==> src/rtl/rgb_pwm_pkg.sv <==
// Shared types for the RGB PWM LED driver: per-channel mode encoding.
package rgb_pwm_pkg;

    localparam int MODE_W = 2;

    typedef enum logic [MODE_W-1:0] {
        MODE_OFF     = 2'd0,
        MODE_PWM     = 2'd1,
        MODE_BLINK   = 2'd2,
        MODE_BREATHE = 2'd3
    } mode_e;

endpackage

==> src/rtl/rgb_pwm_channel.sv <==
// One LED channel: mode/duty registers, breathe ramp, level select and PWM compare.
module rgb_pwm_channel
    import rgb_pwm_pkg::*;
#(
    parameter int PWM_BITS = 8
) (
    input  logic                clk48,
    input  logic                rst_n,
    input  logic                boundary,
    input  logic                load,
    input  mode_e               load_mode,
    input  logic [PWM_BITS-1:0] load_duty,
    input  logic                blink_phase,
    input  logic [PWM_BITS-1:0] pwm_cnt,
    output logic                on
);

    localparam logic [PWM_BITS-1:0] ONE = PWM_BITS'(1);

    mode_e               mode;
    logic [PWM_BITS-1:0] duty;
    logic [PWM_BITS-1:0] lvl;
    logic                dir_up;
    logic [PWM_BITS-1:0] level;

    // A fresh write restarts the breathe ramp and suppresses this boundary's step.
    always_ff @(posedge clk48 or negedge rst_n) begin
        if (!rst_n) begin
            mode   <= MODE_OFF;
            duty   <= '0;
            lvl    <= '0;
            dir_up <= 1'b1;
        end else if (boundary) begin
            if (load) begin
                mode   <= load_mode;
                duty   <= load_duty;
                lvl    <= '0;
                dir_up <= 1'b1;
            end else if (mode == MODE_BREATHE) begin
                if (dir_up) begin
                    if (lvl < duty) begin
                        lvl <= lvl + ONE;
                    end else begin
                        dir_up <= 1'b0;
                        if (lvl != '0) lvl <= lvl - ONE;
                    end
                end else begin
                    if (lvl != '0) begin
                        lvl <= lvl - ONE;
                    end else begin
                        dir_up <= 1'b1;
                        if (duty != '0) lvl <= lvl + ONE;
                    end
                end
            end
        end
    end

    always_comb begin
        // NOTE: default assigned first so the mux can never infer a latch.
        level = '0;
        unique case (mode)
            MODE_OFF:     level = '0;
            MODE_PWM:     level = duty;
            MODE_BLINK:   level = blink_phase ? duty : '0;
            MODE_BREATHE: level = lvl;
        endcase
    end

    assign on = (pwm_cnt < level);

endmodule

==> src/rtl/rgb_pwm_led.sv <==
// Multi-channel active-low PWM LED driver; config writes are staged and applied
// only at PWM period boundaries so the outputs never glitch.
module rgb_pwm_led
    import rgb_pwm_pkg::*;
#(
    parameter int  CHANNELS      = 3,
    parameter int  PWM_BITS      = 8,
    parameter int  PRESCALE      = 4,
    parameter int  BLINK_PERIODS = 64,
    localparam int CH_W          = (CHANNELS > 1) ? $clog2(CHANNELS) : 1
) (
    input  logic                clk48,
    input  logic                rst_n,
    input  logic                cfg_valid,
    output logic                cfg_ready,
    input  logic [CH_W-1:0]     cfg_ch,
    input  logic [MODE_W-1:0]   cfg_mode,
    input  logic [PWM_BITS-1:0] cfg_duty,
    output logic [CHANNELS-1:0] led_n,
    output logic                period_start
);

    localparam int PS_W = (PRESCALE > 1) ? $clog2(PRESCALE) : 1;
    localparam int BL_W = (BLINK_PERIODS > 1) ? $clog2(BLINK_PERIODS) : 1;
    localparam logic [PS_W-1:0]     PS_MAX  = PS_W'(PRESCALE - 1);
    localparam logic [BL_W-1:0]     BL_MAX  = BL_W'(BLINK_PERIODS - 1);
    localparam logic [PWM_BITS-1:0] PWM_ONE = PWM_BITS'(1);

    logic [PS_W-1:0]     presc;
    logic [PWM_BITS-1:0] pwm_cnt;
    logic [BL_W-1:0]     blink_cnt;
    logic                blink_phase;
    logic                tick;
    logic                boundary;
    logic                accept;
    logic                apply;
    logic                pending;
    logic [CH_W-1:0]     pend_ch;
    mode_e               pend_mode;
    logic [PWM_BITS-1:0] pend_duty;
    logic [CHANNELS-1:0] on;

    assign tick      = (presc == PS_MAX);
    assign boundary  = tick && (pwm_cnt == '1);
    assign cfg_ready = ~pending;
    assign accept    = cfg_valid && cfg_ready;
    assign apply     = boundary && pending;

    always_ff @(posedge clk48 or negedge rst_n) begin
        if (!rst_n) begin
            presc       <= '0;
            pwm_cnt     <= '0;
            blink_cnt   <= '0;
            blink_phase <= 1'b0;
        end else begin
            // NOTE: non-blocking so every register samples the pre-edge values.
            presc <= tick ? '0 : presc + PS_W'(1);
            if (tick) pwm_cnt <= pwm_cnt + PWM_ONE;
            if (boundary) begin
                if (blink_cnt == BL_MAX) begin
                    blink_cnt   <= '0;
                    blink_phase <= ~blink_phase;
                end else begin
                    blink_cnt <= blink_cnt + BL_W'(1);
                end
            end
        end
    end

    // Single staging slot; accept and apply are mutually exclusive since
    // accept needs the slot empty and apply needs it full.
    always_ff @(posedge clk48 or negedge rst_n) begin
        if (!rst_n) begin
            pending   <= 1'b0;
            pend_ch   <= '0;
            pend_mode <= MODE_OFF;
            pend_duty <= '0;
        end else if (accept) begin
            pending   <= 1'b1;
            pend_ch   <= cfg_ch;
            pend_mode <= mode_e'(cfg_mode);
            pend_duty <= cfg_duty;
        end else if (apply) begin
            pending <= 1'b0;
        end
    end

    // Writes addressed beyond the last channel match no instance and are dropped.
    for (genvar i = 0; i < CHANNELS; i++) begin : g_ch
        rgb_pwm_channel #(
            .PWM_BITS(PWM_BITS)
        ) u_ch (
            .clk48      (clk48),
            .rst_n      (rst_n),
            .boundary   (boundary),
            .load       (apply && (pend_ch == CH_W'(i))),
            .load_mode  (pend_mode),
            .load_duty  (pend_duty),
            .blink_phase(blink_phase),
            .pwm_cnt    (pwm_cnt),
            .on         (on[i])
        );
    end

    always_ff @(posedge clk48 or negedge rst_n) begin
        if (!rst_n) begin
            led_n        <= '1;
            period_start <= 1'b0;
        end else begin
            led_n        <= ~on;
            period_start <= boundary;
        end
    end

endmodule

==> config.mk <==
export PLATFORM = sky130hd
export DESIGN_NAME = rgb_pwm_led
export DESIGN_NICKNAME = d
export VERILOG_FILES = /design/src/rtl/rgb_pwm_pkg.sv /design/src/rtl/rgb_pwm_channel.sv /design/src/rtl/rgb_pwm_led.sv
export SDC_FILE = /design/constraint.sdc
export NUM_CORES = 1
export LEC_CHECK = 0
export ABC_AREA = 1
export CORE_MARGIN = 4
export CORE_UTILIZATION = 50
export CTS_CLUSTER_DIAMETER = 60
export CTS_CLUSTER_SIZE = 10
export DETAILED_ROUTE_END_ITERATION = 7
export GPL_TIMING_DRIVEN = 0
export HOLD_SLACK_MARGIN = 0.1
export PLACE_DENSITY = 0.72
export SYNTH_ARGS = -nofsm -noshare
export SYNTH_HDL_FRONTEND = slang
export SYNTH_SLANG_ARGS = --single-unit
==> constraint.sdc <==
create_clock -name clk48 -period 2.2 [get_ports clk48]
set_clock_uncertainty 0.05 [all_clocks]
set_input_delay 0.55 -clock clk48 [delete_from_list [all_inputs] [get_ports clk48]]
set_output_delay 0.55 -clock clk48 [all_outputs]
set_load 0.01 [all_outputs]
==> flow_summary.toml, run 1 <==
[setup_path]
cp-start-kind = "flop"
critPathKind = "reg -> out"
critPathMaxFanout = 7
worstPathRequired_ps = 1600
ff2ff_path_depth = 9
slowest_stage = "clkdlybuf4s50_1"
timing.rr.end = "g_ch[2].u_ch.lvl[7]$_DFFE_PN0P_"
end_kind = "primary output"
cp_num_buf_inv = 2
path_cells = "inv_1, clkdlybuf4s50_1"
slowest_delay_ps = 560
r2r_setup_slack_ps = 100
r2r_start = "pwm_cnt[0]$_DFFE_PN0P_"
critPathArrivalTime_ps = 1550
cp_top_family = "buffers and inverters"

[grt]
grt_max_degree = 72
grt_overflow = 0
grt.total_usage_pct = 21.7
antenna_found_initial = 0
grt_pass1_wl_um = 24600
grt_pass1_vias = 4882

[worst_hold_path]
hp-start = "pend_duty[4]$_DFFE_PN0P_"
min_path_cells = 2
hold_class = "reg -> reg"
hold_end = "g_ch[1].u_ch.duty[4]$_DFFE_PN0P_"

[placed_design]
hpwlAfterDp_um = 11100
portBuffers = 19
routabilityCongestion = 0.926

[yosys]
synth_area_mm2 = 0.00617
yosys-top-cells-area = "dfrtp_1 (34%), nand2_1 (13%), ha_1 (11%), o21ai_0 (6.2%), inv_1 (6.0%)"
synth_cell_types = 34
async_flop_share_pct = 100
syn-num-nets = 892
ys_ff_latch = 91
avgSynthCellArea_um2 = 7.49
synth_edf_count = 0
yosys.area.top_type = "dfrtp_1"
synthFlopType = "dfrtp_1"
synthCells = 823
yosysSeqAreaShare_pct = 37.0
yosys.area.top_type_share_pct = 34.5
yosysWarningCount = 0

[power]
power.total_w = 0.00336
swShare_pct = 24.8
leakage_nw = 3.50
p_clk_share_pct = 44.9
power.density_cell_area_mw_per_mm2 = 478
seq_power_share_pct = 51.3
p_comb_share_pct = 3.8
vdd_drop_max_v = 0.000489
switchingPower_w = 0.000832
p_int_w = 0.00253

[layout]
layout-drive-gt1-share_pct = 9.78
num_antenna_cells = 0
areaGrowthSynthToFinish_pct = 14.0
mostFrequentLayoutCells = "nand2_1 (205), inv_1 (96), o21ai_0 (76), nor2_1 (76), dfrtp_1 (76)"
nets = 934
mostFrequentLayoutCell = "nand2_1"

[die]
die_width_um = 119
fp.dieH_um = 119
initial_utilization_pct = 51.1
io_pins = 20
rows = 40
coreArea_mm2 = 0.0121
die_area_mm2 = 0.0142

[clock_tree]
numClockSinks = 91
h-tree-depth = 3
clock_path_buffers = 2
cts_tree = "yes"
clk_latency_ps = 350
clkTransAtPathRegs_ps = 70
cts_buffers = 9
clockRootBuffer = "clkbuf_16"

[timing]
finalCriticalPeriod_ps = 2150
hold_violations = 0
hold_ws_ps = 430
post-route-period-util_pct = 97.6
fmax_mhz = 466
drv_slew = 0
tightest_slew_ps = 581
finalSetupViolCount = 0
slew_headroom_pct = 61.3

[route]
totalWireLength_um = 14800
drt_iter0_drc = 280
post_drt_wl_per_cell_um = 14.3
viasPerCell = 5.17
drt_pass1_iterations = 5
antenna_left = 0
route.detailed.drc = 0
vias = 5360

[job]
cap_violations = 0

[status]
status = "finished, final reports clean"
## worst max path at each step
stage                                    startpoint                         endpoint  slack (ps)  cells after the start
floorplan           g_ch[1].u_ch.lvl[7]$_DFFE_PN0P_  g_ch[1].u_ch.lvl[1]$_DFFE_PN0P_         410                      8
global placement                              rst_n  g_ch[0].u_ch.lvl[7]$_DFFE_PN0P_       -2850                      1
detailed placement           pwm_cnt[1]$_DFFE_PN0P_         blink_cnt[3]$_DFFE_PN0P_         -50                     10
CTS                          pwm_cnt[2]$_DFFE_PN0P_  g_ch[0].u_ch.lvl[4]$_DFFE_PN0P_           6                      9
global route                 pwm_cnt[0]$_DFFE_PN0P_  g_ch[1].u_ch.lvl[2]$_DFFE_PN0P_         -20                     11
finish                          pending$_DFFE_PN0P_                        cfg_ready          50                      2
## logic make-up after synthesis
family,synth area share (%)
simple gates,25.1
compound gates,12.7
buf+inv,7.79
flops,37.0
fa+ha+maj,11.0
xor+xnor,6.25
mux,0.183
## stage by stage
step | TNS, ps | utilization, % | setup slack (ps) | cells | cell area, µm²
after floorplan | 0 | - | 414 | 823 | 6170
after global placement | -251920 | 54.5 | -2850 | 1010 | 6570
after detailed placement | -429 | 54.7 | -46.8 | 1011 | 6590
after CTS | 0 | 57.1 | 6.05 | 1028 | 6890
after global routing | -70.4 | 58.3 | -22.5 | 1037 | 7030
final | 0 | 58.3 | 52.4 | 1037 | 7030
## power groups by stage
stage / logic [W] / registers, W / clock network (W)
5_1_grt: 0.000143 / 0.00173 / 0.00159
4_1_cts: 0.000130 / 0.00172 / 0.00153
3_3_place_gp: 0.000121 / 0.00176 / 0
2_1_floorplan: 0.0000362 / 0.00175 / 0
3_5_place_dp: 0.000127 / 0.00176 / 0
6_report: 0.000127 / 0.00172 / 0.00151
## synthesized netlist by cell type, types with 10 or more instances
cell      count
clkbuf_1     12
a21oi_1      30
o21ai_0      77
o22ai_1      19
nand3_1      39
nand2_1     208
xor2_1       37
nand4_1      12
inv_1        98
nor3_1       10
ha_1         54
dfrtp_1      85
nor2_1       79
## final cells by class
class | instances | area, µm²
timing repair buffer | 31 | 300
buffer | 20 | 90.1
clock inverter | 6 | 56.3
inverter | 105 | 400
clock buffer | 9 | 225
fill | 1103 | 5030
tap | 168 | 210
sequential | 91 | 2300
multi-input combinational | 607 | 3450
## per-layer routing
layer  GRT usage (%)  vias up  share of wire, %
met1            30.3     2444                48
met5               0        -                 0
li1                -     2760                 -
met3            3.51       26               5.1
met4            7.75        0               1.8
met2            33.9      130                45
## tightest hold or removal path: cells and delay by family (launching register included)
family / cells / cell delay, ps
compound gates: 1 / 60
flops: 1 / 340
simple gates: 1 / 50
## flip-flops by register name (all words and copies together), names as in the netlist
register / flops
pend_mode: 2
blink_phase: 1
pending: 1
period_start: 1
g_ch.u_ch.dir_up: 3
blink_cnt: 6
led_n: 3
pend_ch: 2
presc: 2
pend_duty: 8
g_ch.u_ch.lvl: 24
pwm_cnt: 8
g_ch.u_ch.duty: 24
g_ch.u_ch.mode: 6
## timing repair
action	CTS	global route
endpoints found under the hold margin	19	0
setup buffers	1	9
hold buffers	1	0
setup endpoints to repair	21	46
gates resized for setup	1	28
pin swaps	1	3
No activity file was read; power rests on OpenSTA's default activity.
==> run 2: changes to the inputs <==
TNS_END_PERCENT = 50   (was unset)
==> results of run 2 <==
The final DEF is identical to that of run 1; final timing and power are the same.
==> run 3: changes to the inputs <==
CAP_MARGIN = 5   (was unset)
PLACE_DENSITY = 0.75   (was 0.72)
clock period = 1.9 ns   (was 2.2 ns; I/O delays follow)
==> run 3 against run 2 <==
  * The flow now finishes with violations (negative setup slack)
  * Hold slack improved by 3.4 ps
  * Sequential power increased by 16%
  * Cell count increased by 5.3%
  * Register-to-register slack got worse by 260 ps
  * Core utilization increased by 7.6 points
  * Total power increased by 20%
  * Largest cell class unchanged
  * Highest routed layer unchanged
==> flow_summary.toml, run 3 (synthesis gave the netlist of run 1 again) <==
[clock_tree]
cts_buffers = 9
cts_tree = "yes"
clk_latency_ps = 370
numClockSinks = 91
clockRootBuffer = "clkbuf_16"
clkTransAtPathRegs_ps = 80
clock_path_buffers = 2
h-tree-depth = 3

[power]
power.total_w = 0.00402
leakage_nw = 3.94
vdd_drop_max_v = 0.000498
power.density_cell_area_mw_per_mm2 = 506

[layout]
nets = 988
seq_area_mm2 = 0.00231
utilization_pct = 65.9
layout-drive-gt1-share_pct = 26.1
areaGrowthSynthToFinish_pct = 28.9
num_antenna_cells = 0
mostFrequentLayoutCells = "nand2_1 (183), inv_1 (77), dfrtp_1 (66)"
layout.filler_cells = 960
multiInputGateArea_mm2 = 0.00387
largestRegisters = "g_ch.u_ch.duty (24), g_ch.u_ch.lvl (24)"
mostFrequentLayoutCell = "nand2_1"

[timing]
drv_slew = 0
rsz0062_at_grt = "yes"
post-route-period-util_pct = 108
tightest_slew_ps = 464
slew_headroom_pct = 69.0
finalCriticalPeriod_ps = 2060
hold_ws_ps = 433
fmax_mhz = 486
hold_violations = 0
finalSetupViolCount = 23
layout_setup_ws_ps = -158

[grt]
grt.total_usage_pct = 23.7
grt_max_degree = 60
grt_pass1_wl_um = 27000
grt_pass1_vias = 5418
antenna_found_initial = 0
grt_overflow = 0

[placed_design]
portBuffers = 19
routabilityCongestion = 0.899
hpwlAfterDp_um = 11400
dpl_worst_slack_ps = -369

[route]
vias = 5995
antenna_left = 0
totalWireLength_um = 17700
post_drt_wl_per_cell_um = 16.2
drt_pass1_iterations = 6
route.detailed.drc = 0
viasPerCell = 5.49
drt_iter0_drc = 384

[setup_path]
end_kind = "flop"
slowest_delay_ps = 400
worstPathRequired_ps = 2130
critPathMostFrequentCell = "nor2_4"
critPathKind = "reg -> reg"
slowest_stage = "dfrtp_1"
path_cells = "ha_4, nand2_4, nor2_4, nand2_2, nor2_4, clkinvlp_4, buf_4, a21oi_4, nand3_2, o22ai_1"
critPathMaxFanout = 5
cp-start-kind = "flop"
critPathArrivalTime_ps = 2290

[status]
violations = "negative setup slack"
status = "finished, violations left"

[die]
initial_utilization_pct = 51.1
die_width_um = 119
die_area_mm2 = 0.0142
fp.dieH_um = 119
io_pins = 20
rows = 40
coreArea_mm2 = 0.0121

[worst_hold_path]
hold_class = "reg -> reg"

[job]
cap_violations = 0
-- run 3: worst paths after layout --
path	end	depth (start not counted)	startpoint	slack [ps]
worst max-delay path	g_ch[2].u_ch.lvl[6]$_DFFE_PN0P_	10	presc[0]$_DFF_PN0_	-160
worst min-delay path	g_ch[1].u_ch.mode[1]$_DFFE_PN0P_	2	pend_mode[1]$_DFFE_PN0P_	430
worst max register to register	g_ch[2].u_ch.lvl[6]$_DFFE_PN0P_	10	presc[0]$_DFF_PN0_	-160
worst min register to register	g_ch[1].u_ch.mode[1]$_DFFE_PN0P_	2	pend_mode[1]$_DFFE_PN0P_	430
max in group asynchronous	led_n[1]$_DFF_PN1_	3	rst_n	550
min in group asynchronous	blink_cnt[3]$_DFFE_PN0P_	2	rst_n	550
-- run 3: metrics by stage --
step	std cells	area, µm²	setup TNS (ps)
3_5_place_dp	1011	6590	-14530
6_report	1092	7950	-1920
4_1_cts	1060	7350	-130
2_1_floorplan	823	6170	0
3_3_place_gp	1010	6570	-284360
5_1_grt	1092	7950	-3210
-- run 3: power breakdown --
group	internal, W	leakage (nW)	switching [W]	total, W
Clock	0.000968	0.151	0.000905	0.00187
Sequential	0.00197	1.18	0.0000252	0.00199
Combinational	0.0000471	2.61	0.000104	0.000151
-- run 3: critical path, delay by kind of cell (launching register included) --
kind                     cells  cell delay, ps
AND/OR/NAND/NOR              5             570
adder cells (fa/ha/maj)      1             170
flip-flops                   1             400
buffers and inverters        2             460
AO/OA/AOI/OAI                2             300
-- run 3: final cells by class --
class,instances,area share [%]
multi-input combinational,607,48.7
sequential,91,29.0
timing repair buffer,85,9.23
inverter,105,5.16
clock buffer,10,3.01
tap,168,2.64
buffer,20,1.45
clock inverter,6,0.787
-- run 3: what timing repair did --
item / 4_1_cts / 5_1_grt
cloned: 1 / 1
endpoints found under the hold margin: 30 / 0
hold buffers: 1 / 0
endpoints found under the setup margin: 69 / 53
gates resized for setup: 68 / 125
buffers inserted: 31 / 31
pin swaps: 15 / 34
-- run 3: layer usage --
metal  routed length (µm)  GRT usage (%)  part of all wire, %
met1                 7550           32.1                   43
met5                    0              0                    0
met3                 1190           3.61                  6.7
met4                  572           9.63                  3.2
met2                 8420           38.2                   47
